==> config.mk <==
export PLATFORM = sky130hd
export DESIGN_NAME = xor_parity_accum
export DESIGN_NICKNAME = d
export VERILOG_FILES = /design/src/rtl/xor_parity_pkg.sv /design/src/rtl/xor_parity_mem.sv /design/src/rtl/xor_parity_accum.sv
export SDC_FILE = /design/constraint.sdc
export NUM_CORES = 1
export LEC_CHECK = 0
export BUFFER_PORTS_ARGS = -buffer_cell sky130_fd_sc_hd__buf_2
export CORE_UTILIZATION = 58
export CTS_CLUSTER_DIAMETER = 30
export DETAILED_ROUTE_END_ITERATION = 10
export PLACE_DENSITY = 0.82
export SLEW_MARGIN = 10
export SYNTH_ARGS = -nofsm -noshare
export SYNTH_HDL_FRONTEND = slang
export SYNTH_SLANG_ARGS = --single-unit
==> constraint.sdc <==
create_clock -name clk -period 12.6 [get_ports clk]
set_input_delay 0 -clock clk [delete_from_list [all_inputs] [get_ports clk]]
set_output_delay 0 -clock clk [all_outputs]
set_load 0.05 [all_outputs]
==> src/rtl/xor_parity_pkg.sv <==
// Shared types and width helpers for the streaming XOR parity engine.
package xor_parity_pkg;

    typedef enum logic {
        ACCUM = 1'b0,
        DRAIN = 1'b1
    } state_e;

    typedef enum logic {
        WR_OVR = 1'b0,
        WR_XOR = 1'b1
    } wr_mode_e;

    function automatic int cnt_w(input int n);
        return (n > 1) ? $clog2(n) : 1;
    endfunction

    localparam int BEAT_CW = cnt_w(8);
    localparam int SRC_CW  = cnt_w(4);

endpackage

==> src/rtl/xor_parity_mem.sv <==
// DEPTH x DATA_W accumulator array: one overwrite/xor write port,
// one combinational read port. Contents are intentionally not reset.
module xor_parity_mem
    import xor_parity_pkg::*;
#(
    parameter int DATA_W = 64,
    parameter int DEPTH  = 8,
    parameter int AW     = 3
) (
    input  logic              clk,
    input  logic              we,
    input  logic [AW-1:0]     wr_addr,
    input  logic [DATA_W-1:0] wr_data,
    input  wr_mode_e          wr_mode,
    input  logic [AW-1:0]     rd_addr,
    output logic [DATA_W-1:0] rd_data
);

    logic [DATA_W-1:0] mem [DEPTH];

    always_ff @(posedge clk) begin
        if (we) begin
            if (wr_mode == WR_XOR)
                mem[wr_addr] <= mem[wr_addr] ^ wr_data;
            else
                mem[wr_addr] <= wr_data;
        end
    end

    assign rd_data = mem[rd_addr];

endmodule

==> src/rtl/xor_parity_accum.sv <==
// Streaming parity engine: XORs NUM_SRC blocks of DEPTH beats, then drains.
// Optional parity_zero output enabled by XOR_PARITY_ZERO_CHECK_EN.
module xor_parity_accum
    import xor_parity_pkg::*;
#(
    parameter int DATA_W  = 64,
    parameter int DEPTH   = 8,
    parameter int NUM_SRC = 4
) (
    input  logic              clk,
    input  logic              rst_n,
    input  logic              s_valid,
    output logic              s_ready,
    input  logic [DATA_W-1:0] s_data,
    input  logic              s_last,
    output logic              m_valid,
    input  logic              m_ready,
    output logic [DATA_W-1:0] m_data,
    output logic              m_last,
    output logic              busy,
    output logic              err_len,
    input  logic              clr_err
`ifdef XOR_PARITY_ZERO_CHECK_EN
    ,
    output logic              parity_zero
`endif
);

    localparam int B_CW = cnt_w(DEPTH);
    localparam int S_CW = cnt_w(NUM_SRC);
    localparam logic [B_CW-1:0] BEAT_MAX = B_CW'(DEPTH - 1);
    localparam logic [S_CW-1:0] SRC_MAX  = S_CW'(NUM_SRC - 1);

    state_e            state_q;
    state_e            state_d;
    logic [B_CW-1:0]   beat_cnt;
    logic [S_CW-1:0]   src_cnt;
    logic [B_CW-1:0]   rd_cnt;
    logic [DATA_W-1:0] rd_data;
    logic              s_fire;
    logic              m_fire;
    logic              beat_end;
    logic              src_end;
    logic              rd_end;
    wr_mode_e          wr_mode;

    assign s_fire   = s_valid && (state_q == ACCUM);
    assign m_fire   = m_ready && (state_q == DRAIN);
    assign beat_end = (beat_cnt == BEAT_MAX);
    assign src_end  = (src_cnt == SRC_MAX);
    assign rd_end   = (rd_cnt == BEAT_MAX);
    assign wr_mode  = (src_cnt == '0) ? WR_OVR : WR_XOR;

    always_comb begin
        state_d = state_q;
        s_ready = 1'b0;
        m_valid = 1'b0;
        unique case (state_q)
            ACCUM: begin
                s_ready = 1'b1;
                if (s_valid && beat_end && src_end)
                    state_d = DRAIN;
            end
            DRAIN: begin
                m_valid = 1'b1;
                if (m_ready && rd_end)
                    state_d = ACCUM;
            end
            default: state_d = ACCUM;
        endcase
    end

    always_ff @(posedge clk or negedge rst_n) begin
        if (!rst_n) begin
            state_q  <= ACCUM;
            beat_cnt <= '0;
            src_cnt  <= '0;
            rd_cnt   <= '0;
        end else begin
            state_q <= state_d;
            if (s_fire) begin
                beat_cnt <= beat_end ? '0 : beat_cnt + B_CW'(1);
                if (beat_end)
                    src_cnt <= src_end ? '0 : src_cnt + S_CW'(1);
            end
            if (m_fire)
                rd_cnt <= rd_end ? '0 : rd_cnt + B_CW'(1);
        end
    end

    // Misplaced s_last only flags; control follows beat_cnt alone.
    always_ff @(posedge clk or negedge rst_n) begin
        if (!rst_n)
            err_len <= 1'b0;
        else if (s_fire && (s_last != beat_end))
            err_len <= 1'b1;
        else if (clr_err)
            err_len <= 1'b0;
    end

    xor_parity_mem #(
        .DATA_W (DATA_W),
        .DEPTH  (DEPTH),
        .AW     (B_CW)
    ) u_mem (
        .clk     (clk),
        .we      (s_fire),
        .wr_addr (beat_cnt),
        .wr_data (s_data),
        .wr_mode (wr_mode),
        .rd_addr (rd_cnt),
        .rd_data (rd_data)
    );

    assign m_data = (state_q == DRAIN) ? rd_data : '0;
    assign m_last = (state_q == DRAIN) && rd_end;
    assign busy   = (state_q == DRAIN) || (src_cnt != '0) ||
                    (beat_cnt != '0);

`ifdef XOR_PARITY_ZERO_CHECK_EN
    logic nz_q;
    logic pz_q;

    // nz_q ORs drained beats; the final beat folds in combinationally.
    always_ff @(posedge clk or negedge rst_n) begin
        if (!rst_n) begin
            nz_q <= 1'b0;
            pz_q <= 1'b0;
        end else if (s_fire) begin
            nz_q <= 1'b0;
            pz_q <= 1'b0;
        end else if (m_fire) begin
            if (rd_end) begin
                nz_q <= 1'b0;
                pz_q <= !(nz_q || (|rd_data));
            end else begin
                nz_q <= nz_q || (|rd_data);
            end
        end
    end

    assign parity_zero = m_last ? !(nz_q || (|rd_data)) : pz_q;
`endif

endmodule

==> metrics.csv <==
metric,value,unit
status,completed,
TritonCTS clock tree,built,
routed len/inst,30.0,µm
Tot Pwr,8380,µW
Bufs on Longest Clock Path,3,
startpoint types,flop,
Max-Cap Viols,0,
distinct cell type count after synthesis,47,
FILL cells,2430,
vias per cell,7.05,
site row count,74,
WP data arrival,4.65,ns
register bit total from synthesis,522,
Die Span Y,207,µm
CTS Buf Count,92,
first-pass GRT wire length,100000,µm
Boundary Pins,139,
Die ar.,0.0430,mm²
antenna violations before repair,2,
"Async S/R FF share, synth",1.92,%
Seq pwr share,35.7,%
share of the synthesized area in the top cell type,62.9,%
Critical Path Fanout Max,43,
"EDFF count, synth",512,
XOR/XNOR Fraction of Synth Area,2.33,%
Final Skew,0.0340,ns
Mapped Cells,1427,
mux contribution to synthesized area,17.4,%
final hold vios,0,
detailed-route via count,15900,
CP Cell Sequence,buf_4 > nor2b_4 > and2_1 > a221oi_1 > a31oi_1 > xor2_1,
DRC viols,0,
"Seq/Total Area, Yosys",63.9,%
Worst setup EP type,flop,
clock latency on the worst-skew pair,0.65,ns
clock root buffer master,clkbuf_16,
Pwr per Cell Area,284,mW/mm²
average size of a mapped cell,17.1,µm²
"commonest non-fill, non-tap cells in the layout","512 x edfxtp_1, 138 x buf_2, 128 x mux4_2",
simple-gate share of the synthesized area,2.43,%
Crit-path slowest cell,nor2b_4,
Max IR drop VDD,0.000194,V
pin count of the biggest net entering global routing,70,
Layout area overhead,20.4,%
hold crit path type,in2reg,
LEAKAGE,0.00981,µW
syn_nets,1505,
commonest register cell after synthesis,edfxtp_1,
Net Sw Frac,34.6,%
setup repair bufs after CTS,0,
upper clock frequency limit,233,MHz
switching power,2900,µW
DRT Pass-1 Iters,8,
drt total wl,67500,µm
"CP delay by family, top",simple AND/OR/NAND/NOR gates,
Die Wd,207,µm
RSZ-0062 raised after global routing,no,
placed cells,2007,
IO Port Bufs,138,
fin crit share,34.0,%
crit-path max cell delay,1.01,ns
worst path required time,12.96,ns
yosys warns,0,
"most common cell after layout, fill and taps aside",edfxtp_1,
measured slew at the worst slew-check pin,1.23,ns
nets@finish,1718,
Buf/Inv on CP,1,
combinational group share of total power,32.6,%
fin. max-slew vios,0,
clock power share,31.6,%
GR Overflow Total,0,
dpl hpwl,33900,µm
Int Power,5480,µW
H-tree depth,3,
"Reg clk slew, reported paths",0.05,ns
Compound-Gate Fraction of Synth Area,10.5,%
core region area,0.0412,mm²
final hold slack,0.292,ns
Initial Utilization,59.4,%
gpl congestion,0.805,
final core utilization,71.5,%
vias in the first global route,16400,
dominant cells by area after synthesis,"edfxtp_1 63%, mux4_2 12%, mux2i_1 5.0%",
post-synth top area cell,edfxtp_1,
Iteration-0 DRC Markers,2015,
Post-DRT Antenna Nets,0,
fin cells,2252,
post-synthesis adder-cell area fraction,0.409,%
kind of critical path,reg2reg,
minimum clock period after layout,4.29,ns
Final Setup Violations,0,
main combinational cell family by area after synthesis,multiplexers,
Sink Count,522,
Post-Synthesis Cell Area,0.0245,mm²
layout cell share with drive strength beyond 1,30.6,%
slew margin rel.,17.9,%
Total Neg Setup Slack,0,ns
total track usage,31.5,%
[stage by stage]
step	instance area, µm²	worst slack, ns
after detailed placement	25400	8.49
after CTS	29500	8.36
after global routing	29500	8.20
after global placement	25400	8.56
after floorplan	24500	6.63
final	29500	8.31
[cell usage after synthesis, types with 3 or more instances]
cell	number
buf_2	36
mux4_2	128
xnor2_1	31
ha_1	8
buf_1	10
mux2_2	13
a21oi_1	37
inv_1	6
xor2_1	34
a221oi_2	30
o22a_1	18
nor2_1	80
a22oi_1	101
and2_1	6
edfxtp_1	512
nor3_1	6
nand2_1	9
clkbuf_1	29
o21ai_0	4
a32oi_1	9
a221oi_1	15
mux2i_1	123
a31oi_1	30
buf_6	23
a22o_1	60
nand2b_1	3
dfrtp_1	10
nand3_1	10
buf_4	17
o22ai_1	7
[cell type report]
cell class | count | area (µm²) | area share (%)
clock buffers | 104 | 2410 | 8.17
multi-input cells | 781 | 8170 | 27.7
repair buffers | 236 | 1600 | 5.44
well taps | 532 | 666 | 2.26
flip-flops and latches | 522 | 15600 | 53.1
clock inverters | 69 | 945 | 3.21
diodes | 1 | 2.50 | 0.00849
inverters | 7 | 27.5 | 0.0934
[power by group through the flow]
| stage | combinational (µW) | clock (µW) | sequential (µW) |
|---|---|---|---|
| finish | 2740 | 2650 | 2990 |
| global route | 2910 | 2730 | 3020 |
| CTS | 2710 | 2660 | 2980 |
| detailed placement | 2650 | 0 | 3000 |
| global placement | 2570 | 0 | 2980 |
| floorplan | 2080 | 0 | 2880 |
[worst paths after layout]
path	startpoint	end	slack, ns	depth (start not counted)
setup / recovery	beat_cnt[1]	u_mem.mem[4][51]	8.31	6
hold / removal	s_last	err_len	0.29	4
setup reg to reg	beat_cnt[1]	u_mem.mem[4][51]	8.31	6
hold reg to reg	src_cnt[0]	src_cnt[0]	0.56	1
max in group asynchronous	rst_n	rd_cnt[1]	11.74	3
min in group asynchronous	rst_n	rd_cnt[2]	0.47	3
[flip-flops by register name, indices dropped and copies added (netlist names)]
name       count
u_mem.mem    512
src_cnt        2
beat_cnt       3
rd_cnt         3
state_q        1
err_len        1
[cells by family (layout without fill, tap and decap cells)]
kind of cell	count (synthesis)	count (layout)
AOI/OAI and AO/OA	315	315
xor gates and xnor gates	65	65
adders and majority gates	8	8
buffers and inverters	124	416
DFF	522	522
muxes	264	264
other	0	1
and+or+nand+nor	129	129
[timing repair]
item,CTS,global route
endpoints found under the hold margin,530,0
hold buffers,71,0
resized for setup,0,0
[routing by layer]
layer	vias to the layer above	GRT usage, %	part of all wire, %	wire [µm]
met1	8041	41.5	36	24500
met3	210	6.08	11	7320
li1	6417	-	-	-
met4	2	15.3	3.8	2570
met2	1212	50.9	49	33100
met5	-	0	0.018	12
[worst register-to-register path: stages (launching register included)]
cell and delay [ns]:
dfrtp_4 0.65, buf_4 0.43, nor2b_4 1.04, and2_1 0.87
a221oi_1 0.19, a31oi_1 0.32, xor2_1 0.53
Note: power is estimated with default switching activity, not from simulation.
